File: src/rtl/fmul_pipe_sched_if.sv
// Issue/writeback/redirect signal bundle for the shared FP multiplier scheduler.
// The slave modport is the scheduler; the master modport is its environment.
interface fmul_pipe_sched_if #(
  parameter int unsigned IDX_W = 6
);
  logic             io_in0_valid;
  logic             io_in0_ready;
  logic             io_in0_bits_robIdx_flag;
  logic [IDX_W-1:0] io_in0_bits_robIdx_value;
  logic [2:0]       io_in0_bits_rm;
  logic             io_in1_valid;
  logic             io_in1_ready;
  logic             io_in1_bits_robIdx_flag;
  logic [IDX_W-1:0] io_in1_bits_robIdx_value;
  logic [2:0]       io_in1_bits_rm;
  logic             io_redirect_valid;
  logic             io_redirect_bits_robIdx_flag;
  logic [IDX_W-1:0] io_redirect_bits_robIdx_value;
  logic             io_redirect_bits_level;
  logic             io_s0_sel;
  logic [2:0]       io_stage_en;
  logic             io_out_valid;
  logic             io_out_ready;
  logic             io_out_bits_robIdx_flag;
  logic [IDX_W-1:0] io_out_bits_robIdx_value;
  logic [2:0]       io_out_bits_rm;
  logic [1:0]       io_busy_cnt;

  modport slave (
    input  io_in0_valid, io_in0_bits_robIdx_flag, io_in0_bits_robIdx_value, io_in0_bits_rm,
    input  io_in1_valid, io_in1_bits_robIdx_flag, io_in1_bits_robIdx_value, io_in1_bits_rm,
    input  io_redirect_valid, io_redirect_bits_robIdx_flag, io_redirect_bits_robIdx_value,
    input  io_redirect_bits_level, io_out_ready,
    output io_in0_ready, io_in1_ready, io_s0_sel, io_stage_en, io_out_valid,
    output io_out_bits_robIdx_flag, io_out_bits_robIdx_value, io_out_bits_rm, io_busy_cnt
  );

  modport master (
    output io_in0_valid, io_in0_bits_robIdx_flag, io_in0_bits_robIdx_value, io_in0_bits_rm,
    output io_in1_valid, io_in1_bits_robIdx_flag, io_in1_bits_robIdx_value, io_in1_bits_rm,
    output io_redirect_valid, io_redirect_bits_robIdx_flag, io_redirect_bits_robIdx_value,
    output io_redirect_bits_level, io_out_ready,
    input  io_in0_ready, io_in1_ready, io_s0_sel, io_stage_en, io_out_valid,
    input  io_out_bits_robIdx_flag, io_out_bits_robIdx_value, io_out_bits_rm, io_busy_cnt
  );
endinterface

File: src/rtl/fmul_pipe_sched.sv
// Round-robin issue scheduler and 3-stage valid/sideband pipeline controller for the
// shared FP multiplier, including redirect flush of in-flight and incoming ops.
module fmul_pipe_sched #(
  parameter int unsigned IDX_W = 6,
  parameter int unsigned LAT   = 3
) (
  input  logic               clock,
  input  logic               reset,
  fmul_pipe_sched_if.slave   bus
);
  typedef struct packed {
    logic             flag;
    logic [IDX_W-1:0] value;
  } rob_t;

  function automatic logic is_after(input rob_t a, input rob_t b);
    return (a.flag ^ b.flag) ^ (a.value > b.value);
  endfunction

  function automatic logic need_flush(input logic rv, input logic lvl, input rob_t x, input rob_t r);
    return rv & (is_after(x, r) | (lvl & (x == r)));
  endfunction

  logic       v1, v2, v3;
  logic       ptr, sel_q;
  rob_t       rob1, rob2, rob3;
  logic [2:0] rm1, rm2, rm3;

  rob_t       rob_in0, rob_in1, rob_redir, rob_in;
  logic [2:0] rm_in;
  logic       grant, gidx;
  logic       s1_rdy, s2_rdy, s3_rdy;
  logic       nf_in, nf1, nf2, nf3;
  logic [2:0] stage_en;

  always_comb begin
    rob_in0   = '{flag: bus.io_in0_bits_robIdx_flag, value: bus.io_in0_bits_robIdx_value};
    rob_in1   = '{flag: bus.io_in1_bits_robIdx_flag, value: bus.io_in1_bits_robIdx_value};
    rob_redir = '{flag: bus.io_redirect_bits_robIdx_flag, value: bus.io_redirect_bits_robIdx_value};

    // Both valid: pointer decides; otherwise the lone valid requester wins.
    grant  = (bus.io_in0_valid | bus.io_in1_valid) & ~reset;
    gidx   = (bus.io_in0_valid & bus.io_in1_valid) ? ptr : bus.io_in1_valid;
    rob_in = gidx ? rob_in1 : rob_in0;
    rm_in  = gidx ? bus.io_in1_bits_rm : bus.io_in0_bits_rm;

    s3_rdy = ~v3 | bus.io_out_ready;
    s2_rdy = ~v2 | s3_rdy;
    s1_rdy = ~v1 | s2_rdy;

    nf_in = need_flush(bus.io_redirect_valid, bus.io_redirect_bits_level, rob_in, rob_redir);
    nf1   = need_flush(bus.io_redirect_valid, bus.io_redirect_bits_level, rob1,   rob_redir);
    nf2   = need_flush(bus.io_redirect_valid, bus.io_redirect_bits_level, rob2,   rob_redir);
    nf3   = need_flush(bus.io_redirect_valid, bus.io_redirect_bits_level, rob3,   rob_redir);

    stage_en = '0;
    if (!reset) begin
      stage_en[2] = v2 & s3_rdy;
      stage_en[1] = v1 & s2_rdy;
      stage_en[0] = grant & s1_rdy;
    end
  end

  assign bus.io_stage_en              = stage_en;
  assign bus.io_in0_ready             = s1_rdy & grant & ~gidx;
  assign bus.io_in1_ready             = s1_rdy & grant & gidx;
  assign bus.io_s0_sel                = grant ? gidx : sel_q;
  assign bus.io_out_valid             = v3 & ~nf3;
  assign bus.io_out_bits_robIdx_flag  = rob3.flag;
  assign bus.io_out_bits_robIdx_value = rob3.value;
  assign bus.io_out_bits_rm           = rm3;
  assign bus.io_busy_cnt              = {1'b0, v1} + {1'b0, v2} + {1'b0, v3};

  // A stage either advances (taking upstream's valid, killed if flushed) or holds
  // its own valid, which a flush clears even while stalled.
  always_ff @(posedge clock) begin
    if (reset) begin
      v1    <= 1'b0;
      v2    <= 1'b0;
      v3    <= 1'b0;
      ptr   <= 1'b0;
      sel_q <= 1'b0;
    end else begin
      v3 <= s3_rdy ? (v2 & ~nf2) : (v3 & ~nf3);
      v2 <= s2_rdy ? (v1 & ~nf1) : (v2 & ~nf2);
      v1 <= s1_rdy ? (grant & ~nf_in) : (v1 & ~nf1);
      if (grant & s1_rdy) ptr <= ~gidx;
      if (grant) sel_q <= gidx;
    end
  end

  always_ff @(posedge clock) begin
    if (stage_en[0]) begin
      rob1 <= rob_in;
      rm1  <= rm_in;
    end
    if (stage_en[1]) begin
      rob2 <= rob1;
      rm2  <= rm1;
    end
    if (stage_en[2]) begin
      rob3 <= rob2;
      rm3  <= rm2;
    end
  end

  always_ff @(posedge clock) begin
    if (!reset) begin
      assert (int'(bus.io_busy_cnt) <= int'(LAT));
      assert (!(bus.io_in0_ready && bus.io_in1_ready));
    end
  end
endmodule

File: src/flat_wrapper.sv
// flat-port wrapper written by rule: the top's interface ports become plain ports
module fmul_pipe_sched_flat 
#(
  parameter int unsigned IDX_W = 6,
  parameter int unsigned LAT   = 3
)
  (clock, reset, bus_io_in0_valid, bus_io_in0_bits_robIdx_flag, bus_io_in0_bits_robIdx_value, bus_io_in0_bits_rm, bus_io_in1_valid, bus_io_in1_bits_robIdx_flag, bus_io_in1_bits_robIdx_value, bus_io_in1_bits_rm, bus_io_redirect_valid, bus_io_redirect_bits_robIdx_flag, bus_io_redirect_bits_robIdx_value, bus_io_redirect_bits_level, bus_io_out_ready, bus_io_in0_ready, bus_io_in1_ready, bus_io_s0_sel, bus_io_stage_en, bus_io_out_valid, bus_io_out_bits_robIdx_flag, bus_io_out_bits_robIdx_value, bus_io_out_bits_rm, bus_io_busy_cnt);
  fmul_pipe_sched_if #(.IDX_W(IDX_W)) bus_i ();
  input  logic clock;
  input  logic reset;
  input wire logic [$bits(bus_i.io_in0_valid)-1:0] bus_io_in0_valid;
  input wire logic [$bits(bus_i.io_in0_bits_robIdx_flag)-1:0] bus_io_in0_bits_robIdx_flag;
  input wire logic [$bits(bus_i.io_in0_bits_robIdx_value)-1:0] bus_io_in0_bits_robIdx_value;
  input wire logic [$bits(bus_i.io_in0_bits_rm)-1:0] bus_io_in0_bits_rm;
  input wire logic [$bits(bus_i.io_in1_valid)-1:0] bus_io_in1_valid;
  input wire logic [$bits(bus_i.io_in1_bits_robIdx_flag)-1:0] bus_io_in1_bits_robIdx_flag;
  input wire logic [$bits(bus_i.io_in1_bits_robIdx_value)-1:0] bus_io_in1_bits_robIdx_value;
  input wire logic [$bits(bus_i.io_in1_bits_rm)-1:0] bus_io_in1_bits_rm;
  input wire logic [$bits(bus_i.io_redirect_valid)-1:0] bus_io_redirect_valid;
  input wire logic [$bits(bus_i.io_redirect_bits_robIdx_flag)-1:0] bus_io_redirect_bits_robIdx_flag;
  input wire logic [$bits(bus_i.io_redirect_bits_robIdx_value)-1:0] bus_io_redirect_bits_robIdx_value;
  input wire logic [$bits(bus_i.io_redirect_bits_level)-1:0] bus_io_redirect_bits_level;
  input wire logic [$bits(bus_i.io_out_ready)-1:0] bus_io_out_ready;
  output wire logic [$bits(bus_i.io_in0_ready)-1:0] bus_io_in0_ready;
  output wire logic [$bits(bus_i.io_in1_ready)-1:0] bus_io_in1_ready;
  output wire logic [$bits(bus_i.io_s0_sel)-1:0] bus_io_s0_sel;
  output wire logic [$bits(bus_i.io_stage_en)-1:0] bus_io_stage_en;
  output wire logic [$bits(bus_i.io_out_valid)-1:0] bus_io_out_valid;
  output wire logic [$bits(bus_i.io_out_bits_robIdx_flag)-1:0] bus_io_out_bits_robIdx_flag;
  output wire logic [$bits(bus_i.io_out_bits_robIdx_value)-1:0] bus_io_out_bits_robIdx_value;
  output wire logic [$bits(bus_i.io_out_bits_rm)-1:0] bus_io_out_bits_rm;
  output wire logic [$bits(bus_i.io_busy_cnt)-1:0] bus_io_busy_cnt;
  assign bus_i.io_in0_valid = bus_io_in0_valid;
  assign bus_i.io_in0_bits_robIdx_flag = bus_io_in0_bits_robIdx_flag;
  assign bus_i.io_in0_bits_robIdx_value = bus_io_in0_bits_robIdx_value;
  assign bus_i.io_in0_bits_rm = bus_io_in0_bits_rm;
  assign bus_i.io_in1_valid = bus_io_in1_valid;
  assign bus_i.io_in1_bits_robIdx_flag = bus_io_in1_bits_robIdx_flag;
  assign bus_i.io_in1_bits_robIdx_value = bus_io_in1_bits_robIdx_value;
  assign bus_i.io_in1_bits_rm = bus_io_in1_bits_rm;
  assign bus_i.io_redirect_valid = bus_io_redirect_valid;
  assign bus_i.io_redirect_bits_robIdx_flag = bus_io_redirect_bits_robIdx_flag;
  assign bus_i.io_redirect_bits_robIdx_value = bus_io_redirect_bits_robIdx_value;
  assign bus_i.io_redirect_bits_level = bus_io_redirect_bits_level;
  assign bus_i.io_out_ready = bus_io_out_ready;
  assign bus_io_in0_ready = bus_i.io_in0_ready;
  assign bus_io_in1_ready = bus_i.io_in1_ready;
  assign bus_io_s0_sel = bus_i.io_s0_sel;
  assign bus_io_stage_en = bus_i.io_stage_en;
  assign bus_io_out_valid = bus_i.io_out_valid;
  assign bus_io_out_bits_robIdx_flag = bus_i.io_out_bits_robIdx_flag;
  assign bus_io_out_bits_robIdx_value = bus_i.io_out_bits_robIdx_value;
  assign bus_io_out_bits_rm = bus_i.io_out_bits_rm;
  assign bus_io_busy_cnt = bus_i.io_busy_cnt;
  fmul_pipe_sched #(.IDX_W(IDX_W), .LAT(LAT)) u_core (.clock(clock), .reset(reset), .bus(bus_i));
endmodule
File: config.mk
export PLATFORM = sky130hd
export DESIGN_NAME = fmul_pipe_sched_flat
export DESIGN_NICKNAME = d
export VERILOG_FILES = /design/src/rtl/fmul_pipe_sched_if.sv /design/src/rtl/fmul_pipe_sched.sv /design/src/flat_wrapper.sv
export SDC_FILE = /design/constraint.sdc
export NUM_CORES = 1
export LEC_CHECK = 0
export ABC_AREA = 1
export BUFFER_PORTS_ARGS = -buffer_cell sky130_fd_sc_hd__buf_2
export CAP_MARGIN = 25
export CORE_UTILIZATION = 47
export DETAILED_ROUTE_END_ITERATION = 7
export PLACE_DENSITY_LB_ADDON = 0.15
export SYNTH_ARGS = -nofsm -noshare
export SYNTH_HDL_FRONTEND = slang
export SYNTH_SLANG_ARGS = --single-unit
File: constraint.sdc
create_clock -name clock -period 4.95 [get_ports clock]
set_input_delay 0.495 -clock clock [delete_from_list [all_inputs] [get_ports clock]]
set_output_delay 0.495 -clock clock [all_outputs]
set_load 0.1 [all_outputs]
==> metrics.md, run 1 <==
| Metric | Value |
|---|---|
| Drt wl/cell | `11.3 um` |
| CTS tree | `done` |
| RSZ-0062 raised after global routing | `no` |
| FF-to-FF End | `u_core.v1` |
| CTS Buffer Depth | `2` |
| Period utilization | `0.525` |
| Max incr delay on CP | `440 ps` |
| Crit start category | `flip-flop` |
| Placement Setup Slack | `2350 ps` |
| Clock latency on the worst-skew pair | `280 ps` |
| Ports | `53` |
| End of the critical path | `bus_io_out_valid` |
| Post-CTS Setup Repair Bufs | `0` |
| Worst R2R Path Depth | `18` |
| Syn Nets | `302` |
| DR iter-0 viols | `36` |
| Final Hold Violating Endpoints | `0` |
| Cell family with most CP delay | `buffers and inverters` |
| Sequential fraction of the synthesis area | `0.470` |
| Slack of the critical path | `2350 ps` |
| Largest net degree at the start of global routing | `14` |
| Bufs and invs on worst path | `1` |
| Final max-slew violation count | `0` |
| CP max stage cell | `buf_2` |
| Critical R2R Launch | `u_core.ptr` |
| Crit path max fanout | `2` |
| Core ar. | `4350 um2` |
| Synthesized area | `2130 um2` |
| Max IR drop VDD | `0.000162 V` |
| WL final | `4020 um` |
| Synth unique cells | `25` |
| CTS H-tree depth | `2` |
| Cts repair resizes | `0` |
| Worst Path Required | `4450 ps` |
| Post-CTS Hold Fix Bufs | `0` |
| Die Ht | `69.3 um` |
| Hold Crit Class | `reg2reg` |
| CP startpoint | `u_core.bus.io_out_bits_robIdx_value[5]` |
| Die Footprint | `4810 um2` |
| Critical Path End Type | `output port` |
| Num CTS Buffers | `5` |
| Overflow after GRT | `0` |
| Layout Nets | `360` |
| Warnings from Yosys | `0` |
| Power density over the cells | `269 nW/um2` |
| CP Cell Sequence | `ha_1 -> nand2_1 -> nor2_1 -> o21ai_0 -> nand3_1 -> nand3b_1 -> a31oi_1 -> buf_2` |
| Routed vias | `1,710` |
| Detailed placement HPWL | `3250 um` |
| Finish-stage setup viols | `0` |
| F_max | `385 MHz` |
| Vias in the first global route | `1,615` |
| Final min period | `2600 ps` |
| R2r setup slk | `2670 ps` |
| DR pass1 iterations | `4` |
| Critical path depth | `8` |
| Root Driver | `clkbuf_8` |
| Fraction of layout cells with a size suffix above 1 | `0.228` |
| Avg Cell Area, Syn | `8.77 um2` |
| Clock skew | `6.31 ps` |
| Max Cap Violations | `0` |
| Clk pin slew, worst setup/hold paths | `70 ps` |
| Slew Limit Headroom | `0.661` |
| Remaining antenna violation count | `0` |
| Status | `finished, final reports clean` |
| Initial antenna violation count | `0` |
| Residual DRC count | `0` |
| Number of port buffers | `52` |
| Site Rows | `24` |
| DIE WIDTH | `69.3 um` |
| Static Leak | `1.34 nW` |
| Antenna cells | `0` |
| Tightest Pin Transition | `507 ps` |
| Final Wtd Congestion | `0.783` |
| Via density | `4.83` |
| Register bit count reported by yosys | `35` |
| Worst path arrival time | `2110 ps` |
| Setup CP Type | `reg2out` |
| Pwr Total | `0.681 mW` |
| Total global-route track usage | `0.185` |
| First-pass GRT wire length | `7080 um` |
| Mapped Cells | `243` |
| Setup TNS | `0 ps` |
| Starting Density | `0.489` |
| Area Overhead vs Synth | `18.7%` |
| CTS sink cnt | `35` |
==> per-layer routing <==
layer / part of all wire / GRT usage / vias up
met5: 0 / 0 / -
met4: 0.0067 / 0.0476 / 0
met3: 0.044 / 0.0392 / 4
met2: 0.47 / 0.310 / 45
met1: 0.48 / 0.242 / 761
li1: - / - / 900
==> Yosys cell counts <==
| cell | n | area share |
|---|---|---|
| xnor2_1 | 1 | 0.0041 |
| o21ai_1 | 1 | 0.0023 |
| o21a_1 | 1 | 0.0035 |
| edfxtp_1 | 30 | 0.42 |
| buf_6 | 1 | 0.0053 |
| nand3_2 | 1 | 0.0047 |
| nand2_1 | 75 | 0.13 |
| nor2_2 | 3 | 0.0088 |
| a31oi_1 | 1 | 0.0029 |
| dfxtp_1 | 5 | 0.047 |
| fa_1 | 1 | 0.0094 |
| nand3b_1 | 1 | 0.0035 |
| inv_1 | 41 | 0.072 |
| or2_2 | 1 | 0.0029 |
| a21oi_1 | 8 | 0.019 |
| ha_1 | 24 | 0.14 |
| nand2_2 | 4 | 0.012 |
| o21ai_0 | 4 | 0.0094 |
| nand4_1 | 2 | 0.0059 |
| nor2_1 | 12 | 0.021 |
| buf_2 | 2 | 0.0047 |
| xor2_2 | 1 | 0.0076 |
| xor2_1 | 1 | 0.0041 |
| o21bai_1 | 2 | 0.0070 |
| nand3_1 | 20 | 0.047 |
==> sequential cells by signal, summed over array words and instances (netlist names) <==
name                                 count
u_core.bus.io_out_bits_rm                3
u_core.rm2                               3
u_core.rob1                              7
u_core.v3                                1
u_core.sel_q                             1
u_core.bus.io_out_bits_robIdx_flag       1
u_core.rob2                              7
u_core.v2                                1
u_core.rm1                               3
u_core.bus.io_out_bits_robIdx_value      6
u_core.ptr                               1
u_core.v1                                1
==> how the worst min path moves through the flow <==
stage,start,to,depth (start not counted)
after global placement,u_core.rm1[2],u_core.rm2[2],0
final,u_core.rm1[0],u_core.rm2[0],0
after CTS,u_core.rm1[0],u_core.rm2[0],0
after detailed placement,u_core.rm1[0],u_core.rm2[0],0
after global routing,u_core.rm1[2],u_core.rm2[2],0
after floorplan,u_core.rm2[0],u_core.bus.io_out_bits_rm[0],0
==> cells by family (layout without fill, tap and decap cells) <==
group / count (synthesis) / after routing / share of synthesized area
AOI/OAI and AO/OA: 17 / 17 / 0.0440
and+or+nand+nor: 119 / 119 / 0.238
DFF: 35 / 35 / 0.470
buffers and inverters: 44 / 103 / 0.0822
adders and majority gates: 25 / 25 / 0.150
xor gates and xnor gates: 3 / 3 / 0.0159
==> power breakdown <==
group / internal [mW] / total [mW] / switching, mW
Sequential: 0.334 / 0.340 / 0.00578
Clock: 0.0959 / 0.192 / 0.0957
Combinational: 0.0466 / 0.150 / 0.103
Total: 0.476 / 0.681 / 0.205
==> cell type report <==
class | instances | area, um2
tap | 52 | 65.1
inverter | 41 | 154
clock inverter | 2 | 7.51
sequential | 35 | 1000
multi-input combinational | 164 | 955
fill | 400 | 1820
timing repair buffer | 54 | 275
clock buffer | 6 | 72.6
==> worst register-to-register path, delay by kind of cell (launching register included) <==
kind                     cells  cell delay [ps]
buffers and inverters        4              390
AND/OR/NAND/NOR             11             1110
AO/OA/AOI/OAI                2              200
flip-flops                   1              300
adder cells (fa/ha/maj)      1              200
==> stage by stage <==
step / instances / util / cell area (um2) / hold slack [ps]
2_1_floorplan: 243 / - / 2130 / 400
3_3_place_gp: 346 / 0.563 / 2450 / 404
3_5_place_dp: 346 / 0.563 / 2450 / 408
4_1_cts: 354 / 0.581 / 2530 / 424
5_1_grt: 354 / 0.581 / 2530 / 440
6_report: 354 / 0.581 / 2530 / 422
==> cells in the final DEF (no fill, tap or decap) <==
cell type / instances
nand2_1: 75
buf_2: 52
inv_1: 41
edfxtp_1: 30
ha_1: 24
nand3_1: 20
nor2_1: 12
a21oi_1: 8
clkbuf_8: 5
dfxtp_1: 5
nand2_2: 4
o21ai_0: 4
nor2_2: 3
o21bai_1: 2
nand4_1: 2
clkinv_1: 2
buf_4: 2
xnor2_1: 1
nand3b_1: 1
a31oi_1: 1
or2_2: 1
o21a_1: 1
xor2_2: 1
nand3_2: 1
o21ai_1: 1
xor2_1: 1
fa_1: 1
clkbuf_1: 1
(Power assumes the default switching activity.)
==> run 2, diff against run 1 <==
==> constraint.sdc (replaced) <==
create_clock -name clock -period 2.1 [get_ports clock]
set_input_delay 0.21 -clock clock [delete_from_list [all_inputs] [get_ports clock]]
set_output_delay 0.21 -clock clock [all_outputs]
set_load 0.1 [all_outputs]
==> run 2 against run 1 <==
  * The run now ends with negative setup slack left
  * Largest cell class is now multi-input combinational cells
  * Clock-buffer cell count down 1
  * Combinational power rose to 2.9 times the previous value
  * Design area up 13%
  * Worst setup slack worse by 2400 ps
  * Final cell count up 4.0%
  * Critical endpoint unchanged
  * Clock power rose to 3.1 times the previous value
  * Utilization up 7.6 points
  * Total power rose to 2.7 times the previous value
  * Sequential share of layout area down 4.6 points
  * Non-clock buffer count up 13
  * Sequential cell count unchanged
  * Sequential power up 140%
==> metrics.md, run 2 (synthesis gave the netlist of run 1 again) <==
| Metric | Value |
|---|---|
| Status | `finished, violations left` |
| Failing checks | `negative setup slack` |
| Sequential power share | `0.438` |
| Power density over the cells | `638 nW/um2` |
| Clock network power share | `0.326` |
| Met3 routed WL | `145 um` |
| Antenna cells | `0` |
| Max IR drop VDD | `0.000266 V` |
| Tightest Pin Transition | `495 ps` |
| Final Hold Violating Endpoints | `0` |
| First-pass GRT wire length | `6800 um` |
| Num CTS Buffers | `5` |
| Initial antenna violation count | `0` |
| Switching Power | `0.532 mW` |
| Cell family with most CP delay | `simple AND/OR/NAND/NOR gates` |
| Die Footprint | `4810 um2` |
| Wl on met1 | `1910 um` |
| Final min period | `2110 ps` |
| Via density | `4.80` |
| Largest net degree at the start of global routing | `14` |
| Die Ht | `69.3 um` |
| Combinational group share of total power | `0.236` |
| Detailed placement HPWL | `3250 um` |
| Bufs and invs on worst path | `1` |
| Setup CP Type | `reg2out` |
| Sw Share | `0.291` |
| Overflow after GRT | `0` |
| Max incr delay on CP | `390 ps` |
| Remaining antenna violation count | `0` |
| Max Cap Violations | `0` |
| CTS H-tree depth | `2` |
| Final Wtd Congestion | `0.803` |
| Final max-slew violation count | `0` |
| Core ar. | `4350 um2` |
| RSZ-0062 raised after global routing | `yes` |
| DR iter-0 viols | `86` |
| Crit start category | `flip-flop` |
| DR pass1 iterations | `6` |
| Crit path max fanout | `2` |
| Top Layer Used | `met4` |
| CTS sink cnt | `35` |
| Critical Path End Type | `output port` |
| Clock latency on the worst-skew pair | `280 ps` |
| Starting Density | `0.489` |
| Clock skew | `6.18 ps` |
| CTS tree | `done` |
| Residual DRC count | `0` |
| CP Cell Sequence | `ha_1 -> nand2_4 -> nor2_4 -> o21ai_1 -> nand3_1 -> nand3b_1 -> a31oi_4 -> buf_12` |
| Worst Path Required | `1890 ps` |
| Most common cell after layout, fill and taps aside | `nand2_1` |
| Non-filler cells, final | `368` |
| Most frequent cells in the layout | `67 x nand2_1, 50 x buf_2, 38 x inv_1, 30 x edfxtp_1, 19 x nand3_1` |
| Area Overhead vs Synth | `34.4%` |
| Number of port buffers | `52` |
| Fraction of layout cells with a size suffix above 1 | `0.354` |
| Layout Nets | `374` |
| Cell-internal power | `1.29 mW` |
| Ports | `53` |
| Site Rows | `24` |
| # fillers | `370` |
| CP max stage cell | `edfxtp_1` |
| Slack of the critical path | `-14.0 ps` |
| Util after Layout | `0.657` |
| WL final | `4270 um` |
| Post-Place Cells | `347` |
| Hold WS | `161 ps` |
| Worst path arrival time | `1900 ps` |
| Drt wl/cell | `11.6 um` |
| Hold Crit Class | `in2reg` |
| CTS Buffer Depth | `2` |
| Finish-stage setup viols | `1` |
| DIE WIDTH | `69.3 um` |
| Routed vias | `1,768` |
| Static Leak | `1.43 nW` |
| Met2 WL | `2120 um` |
| Total global-route track usage | `0.179` |
| Slew Limit Headroom | `0.672` |
| Period utilization | `1.01` |
| Vias in the first global route | `1,581` |
| F_max | `473 MHz` |
| Clk pin slew, worst setup/hold paths | `70 ps` |
| Root Driver | `clkbuf_8` |
[run 2: changes by cell type in the layout (fill, tap and decap cells not counted), moves of 5 or more]
cell	previous run	this run
buf_4	2	14
nand2_1	75	67
ha_1	24	18
ha_4	0	6
nor2_1	12	6
nand2_2	4	9
nor2_2	3	8
[run 2: metrics by stage]
| stage | setup slack (ps) | instance area (um2) | setup TNS, ps | total power, mW |
|---|---|---|---|---|
| 2_1_floorplan | -455 | 2160 | -455 | 1.08 |
| 4_1_cts | -62.2 | 2640 | -62.2 | 1.78 |
| 5_1_grt | -147 | 2860 | -242 | 1.92 |
| 6_report | -14.0 | 2860 | -14.0 | 1.83 |
| 3_5_place_dp | 91.7 | 2510 | 0 | 1.18 |
| 3_3_place_gp | 183 | 2510 | 0 | 1.17 |
[run 2: final cells by class]
cell class                 count  area [um2]  share of cell area
clock buffer                   5        68.8              0.0240
clock inverter                 3        43.8              0.0153
inverter                      41         161              0.0564
multi-input combinational    164        1110               0.387
sequential                    35        1000               0.350
tap                           52        65.1              0.0227
timing repair buffer          67         407               0.142
timing repair inverter         1        7.51             0.00262
[run 2: worst paths after layout]
kind / start / end / slack (ps) / cells after the start
setup reg to reg: u_core.ptr / u_core.v1 / 100 / 17
hold / removal: reset / u_core.v2 / 160 / 2
setup / recovery: u_core.bus.io_out_bits_robIdx_value[4] / bus_io_out_valid / -10 / 8
hold reg to reg: u_core.rm1[0] / u_core.rm2[0] / 420 / 0
[run 2: worst register-to-register path, cell delays in order (launching register included)]
cell and delay (ps):
dfxtp_1 320, inv_2 70, nand2_4 60, nand2_4 110, clkinvlp_4 140, nand2_1 100
nand2_2 70, ha_4 270, nand2_1 60, nor2_2 160, nand2_1 90, inv_1 70
nor2_1 40, nor2_1 80, nand2_1 50, nand3_1 80, nand2_1 50, a21oi_1 120
[run 2: layer usage]
layer  GRT usage  vias to the layer above
li1            -                      929
met5           0                        -
met3      0.0363                        8
met4      0.0930                        0
met1       0.230                      773
met2       0.287                       58
[run 2: timing repair]
action / 4_1_cts / 5_1_grt
pin swaps: 6 / 13
hold buffers: 0 / 0
endpoints found under the hold margin: 0 / 0
setup endpoints to repair: 1 / 3
cloned: 0 / 1
setup buffers: 1 / 11
resized for setup: 4 / 26
[run 2: power groups by stage]
stage               Combinational (mW)  Clock [mW]  Sequential, mW
floorplan                        0.257           0           0.828
global placement                 0.356           0           0.814
detailed placement               0.365           0           0.815
CTS                              0.371       0.608           0.800
global route                     0.475       0.646           0.803
finish                           0.430       0.596           0.800
